`config.mk`:
```
export PLATFORM = sky130hd
export DESIGN_NAME = branch_predictor_flat
export DESIGN_NICKNAME = d
export VERILOG_FILES = /design/src/rtl/branch_predictor_if.sv /design/src/rtl/branch_predictor.sv /design/src/flat_wrapper.sv
export SDC_FILE = /design/constraint.sdc
export NUM_CORES = 1
export LEC_CHECK = 0
export BUFFER_PORTS_ARGS = -buffer_cell sky130_fd_sc_hd__buf_2
export CORE_MARGIN = 2
export CORE_UTILIZATION = 56
export DETAILED_ROUTE_END_ITERATION = 10
export PLACE_DENSITY = 0.77
export SLEW_MARGIN = 25
export SYNTH_ARGS = -nofsm -noshare
export SYNTH_HDL_FRONTEND = slang
export SYNTH_SLANG_ARGS = --single-unit
```
`constraint.sdc`:
```
create_clock -name clock -period 4.15 [get_ports clock]
set_clock_uncertainty 0.2 [all_clocks]
set_input_delay 0.6225 -clock clock [delete_from_list [all_inputs] [get_ports clock]]
set_output_delay 0.6225 -clock clock [all_outputs]
set_load 0.05 [all_outputs]
```
`src/rtl/branch_predictor_if.sv`:
```
// Fetch-side prediction and execute-side update bundle for the branch predictor.
// The slave modport is the predictor's view; the master modport is the pipeline's view.
interface branch_predictor_if;
  localparam int unsigned PC_W  = 12;
  localparam int unsigned CNT_W = 32;

  logic [PC_W-1:0]  fetch_pc;
  logic             pred_taken;
  logic [PC_W-1:0]  pred_target;
  logic             upd_valid;
  logic [PC_W-1:0]  upd_pc;
  logic             upd_taken;
  logic [PC_W-1:0]  upd_target;
  logic             upd_pred_taken;
  logic [PC_W-1:0]  upd_pred_target;
  logic             flush;
  logic [PC_W-1:0]  redirect_pc;
  logic [CNT_W-1:0] branch_count;
  logic [CNT_W-1:0] mispredict_count;

  modport slave (
    input  fetch_pc, upd_valid, upd_pc, upd_taken, upd_target,
           upd_pred_taken, upd_pred_target,
    output pred_taken, pred_target, flush, redirect_pc,
           branch_count, mispredict_count
  );

  modport master (
    output fetch_pc, upd_valid, upd_pc, upd_taken, upd_target,
           upd_pred_taken, upd_pred_target,
    input  pred_taken, pred_target, flush, redirect_pc,
           branch_count, mispredict_count
  );
endinterface

```
`src/rtl/branch_predictor.sv`:
```
// 16-entry direct-mapped branch target buffer with 2-bit saturating counters,
// same-cycle mispredict flush/redirect and saturating branch/mispredict statistics.
module branch_predictor (
  input  logic               clock,
  input  logic               reset,
  branch_predictor_if.slave  bp
);
  localparam int unsigned PC_W    = 12;
  localparam int unsigned IDX_W   = 4;
  localparam int unsigned TAG_W   = 8;
  localparam int unsigned ENTRIES = 16;
  localparam int unsigned CNT_W   = 32;

  typedef struct packed {
    logic             valid;
    logic [TAG_W-1:0] tag;
    logic [1:0]       ctr;
    logic [PC_W-1:0]  target;
  } entry_t;

  entry_t            r_table [ENTRIES];
  logic [CNT_W-1:0]  r_branch_count;
  logic [CNT_W-1:0]  r_mispredict_count;

  entry_t            w_rd;
  entry_t            w_upd;
  entry_t            w_new;
  logic              w_pred_taken;
  logic              w_upd_hit;
  logic              w_mismatch;
  logic              w_flush;
  logic              w_wr_en;
  logic [PC_W-1:0]   w_redirect_pc;
  logic [IDX_W-1:0]  w_f_idx;
  logic [IDX_W-1:0]  w_u_idx;

  assign w_f_idx = bp.fetch_pc[IDX_W-1:0];
  assign w_u_idx = bp.upd_pc[IDX_W-1:0];

  // Prediction reads the pre-update table; reset forces everything quiet.
  always_comb begin
    w_rd         = r_table[w_f_idx];
    w_pred_taken = !reset && w_rd.valid &&
                   (w_rd.tag == bp.fetch_pc[PC_W-1:IDX_W]) && w_rd.ctr[1];
  end

  always_comb begin
    w_mismatch    = (bp.upd_taken != bp.upd_pred_taken) ||
                    (bp.upd_taken && bp.upd_pred_taken &&
                     (bp.upd_target != bp.upd_pred_target));
    w_flush       = !reset && bp.upd_valid && w_mismatch;
    w_redirect_pc = '0;
    if (w_flush) begin
      w_redirect_pc = bp.upd_taken ? bp.upd_target : (bp.upd_pc + PC_W'(1));
    end
  end

  // Next value of the entry addressed by the resolving branch.
  always_comb begin
    w_upd     = r_table[w_u_idx];
    w_new     = w_upd;
    w_wr_en   = 1'b0;
    w_upd_hit = w_upd.valid && (w_upd.tag == bp.upd_pc[PC_W-1:IDX_W]);
    if (bp.upd_valid) begin
      if (w_upd_hit) begin
        w_wr_en = 1'b1;
        if (bp.upd_taken) begin
          w_new.ctr    = (w_upd.ctr == 2'b11) ? 2'b11 : (w_upd.ctr + 2'(1));
          w_new.target = bp.upd_target;
        end else begin
          w_new.ctr    = (w_upd.ctr == 2'b00) ? 2'b00 : (w_upd.ctr - 2'(1));
        end
      end else if (bp.upd_taken) begin
        w_wr_en      = 1'b1;
        w_new.valid  = 1'b1;
        w_new.tag    = bp.upd_pc[PC_W-1:IDX_W];
        w_new.ctr    = 2'b10;
        w_new.target = bp.upd_target;
      end
    end
  end

  always_ff @(posedge clock) begin
    if (reset) begin
      for (int i = 0; i < int'(ENTRIES); i++) begin
        r_table[i] <= '{valid: 1'b0, tag: '0, ctr: 2'b01, target: '0};
      end
      r_branch_count     <= '0;
      r_mispredict_count <= '0;
    end else begin
      if (w_wr_en) begin
        r_table[w_u_idx] <= w_new;
      end
      if (bp.upd_valid && (r_branch_count != '1)) begin
        r_branch_count <= r_branch_count + CNT_W'(1);
      end
      if (w_flush && (r_mispredict_count != '1)) begin
        r_mispredict_count <= r_mispredict_count + CNT_W'(1);
      end
    end
  end

  assign bp.pred_taken       = w_pred_taken;
  assign bp.pred_target      = w_pred_taken ? w_rd.target : '0;
  assign bp.flush            = w_flush;
  assign bp.redirect_pc      = w_redirect_pc;
  assign bp.branch_count     = r_branch_count;
  assign bp.mispredict_count = r_mispredict_count;
endmodule
```
`src/flat_wrapper.sv`:
```
// flat-port wrapper written by rule: the top's interface ports become plain ports
module branch_predictor_flat 
  (clock, reset, bp_fetch_pc, bp_upd_valid, bp_upd_pc, bp_upd_taken, bp_upd_target, bp_upd_pred_taken, bp_upd_pred_target, bp_pred_taken, bp_pred_target, bp_flush, bp_redirect_pc, bp_branch_count, bp_mispredict_count);
  branch_predictor_if bp_i ();
  input  logic clock;
  input  logic reset;
  input wire logic [$bits(bp_i.fetch_pc)-1:0] bp_fetch_pc;
  input wire logic [$bits(bp_i.upd_valid)-1:0] bp_upd_valid;
  input wire logic [$bits(bp_i.upd_pc)-1:0] bp_upd_pc;
  input wire logic [$bits(bp_i.upd_taken)-1:0] bp_upd_taken;
  input wire logic [$bits(bp_i.upd_target)-1:0] bp_upd_target;
  input wire logic [$bits(bp_i.upd_pred_taken)-1:0] bp_upd_pred_taken;
  input wire logic [$bits(bp_i.upd_pred_target)-1:0] bp_upd_pred_target;
  output wire logic [$bits(bp_i.pred_taken)-1:0] bp_pred_taken;
  output wire logic [$bits(bp_i.pred_target)-1:0] bp_pred_target;
  output wire logic [$bits(bp_i.flush)-1:0] bp_flush;
  output wire logic [$bits(bp_i.redirect_pc)-1:0] bp_redirect_pc;
  output wire logic [$bits(bp_i.branch_count)-1:0] bp_branch_count;
  output wire logic [$bits(bp_i.mispredict_count)-1:0] bp_mispredict_count;
  assign bp_i.fetch_pc = bp_fetch_pc;
  assign bp_i.upd_valid = bp_upd_valid;
  assign bp_i.upd_pc = bp_upd_pc;
  assign bp_i.upd_taken = bp_upd_taken;
  assign bp_i.upd_target = bp_upd_target;
  assign bp_i.upd_pred_taken = bp_upd_pred_taken;
  assign bp_i.upd_pred_target = bp_upd_pred_target;
  assign bp_pred_taken = bp_i.pred_taken;
  assign bp_pred_target = bp_i.pred_target;
  assign bp_flush = bp_i.flush;
  assign bp_redirect_pc = bp_i.redirect_pc;
  assign bp_branch_count = bp_i.branch_count;
  assign bp_mispredict_count = bp_i.mispredict_count;
  branch_predictor u_core (.clock(clock), .reset(reset), .bp(bp_i));
endmodule
```
==> impl_metrics.env, run 1 <==
export IMPL_outcome="finished clean"
export IMPL_grt_pass1_vias=16400
export IMPL_synth_flop_cell="edfxtp_1"
export IMPL_hold_viol_final=0
export IMPL_core_um2=39900
export IMPL_top_layer="met4"
export IMPL_fp_dieH_um=206
export IMPL_cp_start_kind="flip-flop"
export IMPL_root_buffer="clkbuf_16"
export IMPL_final_antenna_net_count=0
export IMPL_fin_util_pct=66.0
export IMPL_ys_types=54
export IMPL_synthSimpleGateAreaFrac_pct=14.2
export IMPL_synth_edf_count=368
export IMPL_cp_arrival_ns=3.31
export IMPL_crit_slowest_cell="mux4_2"
export IMPL_syn_area_per_cell_um2=13.3
export IMPL_design_die_area_um2=42300
export IMPL_ys_seq_area_share_pct=54.2
export IMPL_cts_max_level=2
export IMPL_hpwlAfterDp_mm=43.4
export IMPL_clk_transition_reported_paths_ns=0.06
export IMPL_cp_data_required_time_ns=3.33
export IMPL_ys_ff_latch=432
export IMPL_post_cts_buffers=0
export IMPL_p_leak_nw=9.85
export IMPL_synthMuxAreaShare_pct=21.7
export IMPL_area_delta_synth_final_pct=15.8
export IMPL_grt_pass1_wl_mm=101
export IMPL_regArea_um2=12300
export IMPL_min_delay_path_class="flip-flop to flip-flop"
export IMPL_io_buffers=142
export IMPL_path_max_fanout=13
export IMPL_synth_top_family_by_area="multiplexers"
export IMPL_synth_fp_nets=1772
export IMPL_critPathTopFamily="multiplexers"
export IMPL_antenna_found_initial=0
export IMPL_ioPinCount=143
export IMPL_gp_congestion=0.913
export IMPL_grt_max_degree=81
export IMPL_clockBufferDepth=3
export IMPL_cts_tree="yes"
export IMPL_pre_cts_ws_ns=-0.0722
export IMPL_die_x_um=206
export IMPL_rsz0062_at_grt="yes"
export IMPL_final_setup_viol_count=0
export IMPL_fin_crit_sh_pct=99.6
export IMPL_grt_ovfl_total=0
export IMPL_multi_input_area_um2=9640
export IMPL_path_class="flip-flop to output port"
export IMPL_syn_inst=1712
export IMPL_synth_adder_area_share_pct=0.385
export IMPL_ys_warn_count=0
export IMPL_cp_num_buf_inv=2
export IMPL_ctsHoldBuffers=0
export IMPL_n_fill_cell=2693
export IMPL_tightest_slew_ns=0.870
export IMPL_initial_core_util_pct=57.0
export IMPL_wl_per_cell_um=27.5
export IMPL_power_mw=10.3
export IMPL_worst_path_most_repeated_cell="mux4_2"
export IMPL_fin_ws_ns=0.0175
export IMPL_wl_mm=67.4
export IMPL_synth_xor_area_share_pct=3.31
export IMPL_drt_met1_wl_mm=23.2
export IMPL_synth_area_um2=22700
export IMPL_min_period_ns=4.13
export IMPL_vias=16200
export IMPL_async_flop_share_pct=0
export IMPL_finalSetupTns_ns=0
export IMPL_power_density_nw_per_um2=389
export IMPL_relSlewSlack_pct=42.0
export IMPL_clock_sinks=432
export IMPL_num_antenna_cells=0
export IMPL_vdd_drop_max_mv=0.384
export IMPL_nNetsFinal=1951
export IMPL_grt_util_all_layers_pct=32.9
export IMPL_avgViaCountPerCell=6.62
export IMPL_route_detailed_drc=0
export IMPL_worstPathCellList="mux4_2, mux4_2, xor2_1, nor4_2, nand3_1, buf_12, nor2b_2, buf_4"
export IMPL_hold_worst_slack_ns=0.313
export IMPL_clock_latency_ns=0.59
export IMPL_slowest_delay_ns=0.49
export IMPL_wl_met3_mm=8.50
export IMPL_wl_met2_mm=32.2
export IMPL_row_count=73
export IMPL_drt_iter0_markers=2032
export IMPL_cts_buffers=46
export IMPL_drive_gt1_share_pct=30.7
export IMPL_first_pass_iters=5
export IMPL_crit_path_end_kind="output port"
export IMPL_max_freq_ghz=0.242
export IMPL_maxSlewViolCount=0
export IMPL_synth_compound_area_share_pct=2.57
export IMPL_maxCapViolations=0
==> metrics by stage <==
stage                     cell area (um^2)  instances
after floorplan                      22800       1712
after global placement               24800       2368
after detailed placement             24800       2368
after CTS                            26300       2449
after global routing                 26300       2449
final                                26300       2449
==> timing repair <==
action / CTS / global route
resized for setup: 2 / 27
hold endpoints to repair: 0 / 0
setup endpoints to repair: 12 / 12
pin swaps: 0 / 2
==> layout make-up <==
| cell class | count | area share [%] |
|---|---|---|
| clock buffer | 60 | 4.73 |
| clock inverter | 21 | 0.855 |
| inverter | 36 | 0.513 |
| multi-input combinational | 1108 | 36.6 |
| sequential | 432 | 46.8 |
| tap | 525 | 2.49 |
| timing repair buffer | 267 | 8.02 |
==> where the power goes <==
group,leakage (nW),switching [mW],internal [mW]
registers,4.26,0.0839,4.84
logic,4.88,0.736,0.533
clock network,0.708,1.70,2.36
total,9.85,2.52,7.74
==> path summary, 6_finish.rpt <==
path,from,endpoint,slack (ns),cells after the start
setup / recovery,u_core.r_table[15][20],bp_pred_target[6],0.02,8
hold / removal,u_core.bp.branch_count[17],u_core.bp.branch_count[17],0.31,2
setup reg to reg,u_core.r_table[5][21],u_core.r_table[10][15],0.49,11
hold reg to reg,u_core.bp.branch_count[17],u_core.bp.branch_count[17],0.31,2
==> sequential cells by signal (all words and copies together) (netlist names) <==
signal                      flops
u_core.bp.branch_count         32
u_core.r_table                368
u_core.bp.mispredict_count     32
==> cells in the final DEF (no fill, tap or decap), types with 42 or more instances in the layout <==
cell         n
nor2_1     387
edfxtp_1   368
mux4_2     181
buf_2      126
buf_4      101
nand2_1     64
dfxtp_1     64
mux2i_1     47
clkbuf_16   47
xnor2_1     46
nand3_1     42
==> routing by layer <==
metal  up-vias  GRT usage [%]
met4         0           15.8
met2      1205           52.7
li1       6713              -
met1      8034           41.5
met3       249           9.14
met5         -              0
==> cells in the mapped netlist (all sizes together) (15+ instances only) <==
library cell  count  area [um^2]
nor2            428         1720
edfxtp          368        11100
mux4            193         4390
buf              68          435
clkbuf           68          255
dfxtp            64         1280
nand2            64          240
mux2i            49          515
xnor2            46          403
nand3            42          210
xor2             40          350
inv              36          135
o21ai            28          140
a21oi            27          135
nand2b           24          150
nor2b            20          125
a22oi            19          153
nand4            16          100
nor3             15         80.1
==> tightest hold or removal path: cells and delay by family (launching register included) <==
family | cells | cell delay (ns)
AOI/OAI and AO/OA | 2 | 0.13
DFF | 1 | 0.32
==> kinds of logic (layout without fill, tap and decap cells) <==
group / count (synthesis) / count (layout)
AOI/OAI and AO/OA: 87 / 87
xor gates and xnor gates: 86 / 86
adders and majority gates: 7 / 7
buffers and inverters: 172 / 384
DFF: 432 / 432
muxes: 244 / 244
and+or+nand+nor: 684 / 684
Note: power is estimated with default switching activity, not from simulation.
==> run 2: changes to the inputs <==
--- a/config.mk
+++ b/config.mk
@@ -7,9 +7,9 @@
 export LEC_CHECK = 0
 export BUFFER_PORTS_ARGS = -buffer_cell sky130_fd_sc_hd__buf_2
 export CORE_MARGIN = 2
-export CORE_UTILIZATION = 56
+export CORE_UTILIZATION = 60
 export DETAILED_ROUTE_END_ITERATION = 10
-export PLACE_DENSITY = 0.77
+export PLACE_DENSITY = 0.79
 export SLEW_MARGIN = 25
 export SYNTH_ARGS = -nofsm -noshare
 export SYNTH_HDL_FRONTEND = slang
==> constraint.sdc (replaced) <==
create_clock -name clock -period 4.4 [get_ports clock]
set_clock_uncertainty 0.2 [all_clocks]
set_input_delay 0.66 -clock clock [delete_from_list [all_inputs] [get_ports clock]]
set_output_delay 0.66 -clock clock [all_outputs]
set_load 0.05 [all_outputs]
==> run 2 against run 1 <==
Register-to-register slack improved by 0.28 ns. Flip-flop and latch count unchanged. Clock power fell by 14%. Largest power group unchanged.
==> impl_metrics.env, run 2 (synthesized netlist as in run 1, its figures left out) <==
export IMPL_hpwlAfterDp_mm=43.0
export IMPL_r2r_slack_ns=0.77
export IMPL_clockBufferDepth=3
export IMPL_root_buffer="clkbuf_16"
export IMPL_vias=16300
export IMPL_grt_ovfl_total=0
export IMPL_nNetsFinal=1945
export IMPL_fin_crit_sh_pct=98.9
export IMPL_drt_iter0_markers=2217
export IMPL_ctsHoldBuffers=0
export IMPL_grt_util_all_layers_pct=34.5
export IMPL_gp_congestion=0.944
export IMPL_min_period_ns=4.35
export IMPL_min_delay_path_class="flip-flop to flip-flop"
export IMPL_pre_cts_ws_ns=-0.201
export IMPL_hold_viol_final=0
export IMPL_layout_common_cells="nor2_1, edfxtp_1, mux4_2, buf_2, buf_4"
export IMPL_design_die_area_um2=39500
export IMPL_p_leak_nw=9.69
export IMPL_cp_arrival_ns=3.49
export IMPL_die_x_um=199
export IMPL_vdd_drop_max_mv=0.335
export IMPL_cp_num_buf_inv=4
export IMPL_route_detailed_drc=0
export IMPL_top_register="u_core.r_table"
export IMPL_initial_core_util_pct=60.7
export IMPL_tightest_slew_ns=0.827
export IMPL_cts_buffers=45
export IMPL_relSlewSlack_pct=44.9
export IMPL_avgViaCountPerCell=6.73
export IMPL_cts_tree="yes"
export IMPL_wl_per_cell_um=27.6
export IMPL_num_antenna_cells=0
export IMPL_maxSlewViolCount=0
export IMPL_area_delta_synth_final_pct=14.1
export IMPL_grt_pass1_vias=16100
export IMPL_clock_sinks=432
export IMPL_path_class="input port to output port"
export IMPL_clk_transition_reported_paths_ns=0.06
export IMPL_critPathTopFamily="multiplexers"
export IMPL_max_freq_ghz=0.230
export IMPL_ioPinCount=143
export IMPL_cp_start_kind="input port"
export IMPL_final_antenna_net_count=0
export IMPL_io_buffers=142
export IMPL_maxCapViolations=0
export IMPL_path_max_fanout=23
export IMPL_holdPathStages=2
export IMPL_crit_path_end_kind="output port"
export IMPL_first_pass_iters=8
export IMPL_worstPathCellList="buf_12, buf_6, mux4_2, mux4_2, xor2_1, nor3_2, nand3_2, buf_12, nor2b_2, buf_2"
export IMPL_cp_data_required_time_ns=3.54
export IMPL_rsz0062_at_grt="no"
export IMPL_outcome="finished clean"
export IMPL_wl_mm=67.0
export IMPL_final_common_cell="nor2_1"
export IMPL_fp_dieH_um=199
export IMPL_core_um2=37500
export IMPL_power_density_nw_per_um2=359
export IMPL_finalSetupTns_ns=0
export IMPL_crit_slowest_cell="mux4_2"
export IMPL_grt_pass1_wl_mm=98.2
export IMPL_grt_max_degree=81
export IMPL_clock_latency_ns=0.58
export IMPL_row_count=71
export IMPL_final_setup_viol_count=0
export IMPL_cts_max_level=2
export IMPL_r2r_cells=10
export IMPL_antenna_found_initial=1
export IMPL_fin_ws_ns=0.0474
export IMPL_largest_reg_flops=368
export IMPL_slowest_delay_ns=0.53
export IMPL_drive_gt1_share_pct=29.9
export IMPL_cp_num_cells=10
[run 2: changes by cell type in the layout (fill, tap and decap cells not counted), moves of 3 or more]
cell / before / now
buf_2: 126 / 135
nor2b_2: 12 / 9
clkinv_1: 5 / 9
nor2b_1: 8 / 11
buf_12: 32 / 22
bufinv_16: 4 / 1
buf_6: 4 / 1
[run 2: area by class of cell]
type,instances,area (um^2)
flip-flops and latches,432,12300
fillers,2577,11500
multi-input cells,1108,9630
repair buffers,262,1910
clock buffers,56,1170
well taps,511,639
clock inverters,21,139
inverters,36,135
[run 2: report_power, final]
part	total [mW]	leakage, nW	switching, mW	internal (mW)
Sequential	4.64	4.26	0.0764	4.56
Clock	3.51	0.629	1.57	1.93
Combinational	1.18	4.80	0.689	0.488
Total	9.33	9.69	2.34	6.99
[run 2: worst paths after layout]
| check | start | to |
|---|---|---|
| setup / recovery | bp_fetch_pc[0] | bp_pred_target[4] |
| hold reg to reg | u_core.bp.branch_count[17] | u_core.bp.branch_count[17] |
| setup reg to reg | u_core.r_table[6][17] | u_core.r_table[2][12] |
| hold / removal | u_core.bp.branch_count[17] | u_core.bp.branch_count[17] |
[run 2: tightest hold or removal path, cell delays in order, from the launching register on]
cell and delay [ns]:
dfxtp_1 0.32, o21ai_0 0.07, a21oi_1 0.06
[run 2: repair_timing]
| action | CTS | global route |
|---|---|---|
| setup buffers | 0 | 0 |
| cloned | 0 | 0 |
| endpoints found under the setup margin | 13 | 13 |
| pin swaps | 0 | 1 |
| gates resized for setup | 2 | 6 |
| endpoints found under the hold margin | 0 | 0 |
[run 2: routing by layer]
layer  GRT usage [%]  up-vias  part of all wire (%)  wire [um]
li1                -     6682                     -          -
met4            17.4        2                   5.7       3820
met1            44.3     7890                    33      22200
met5               0        -                 0.021         14
met2            53.8     1464                    46      31000
met3            10.2      301                    15      10000
[run 2: metrics by stage]
stage          area [um^2]  cells  hold WS (ns)  total power, mW  util (%)
5_1_grt              25900   2426         0.327             9.54      69.2
2_1_floorplan        22800   1712         0.506             5.44         -
3_5_place_dp         24600   2349         0.289             5.86      65.7
3_3_place_gp         24600   2349         0.275             5.83      65.6
4_1_cts              25900   2426         0.299             9.31      69.2
6_report             25900   2426         0.297             9.33      69.2
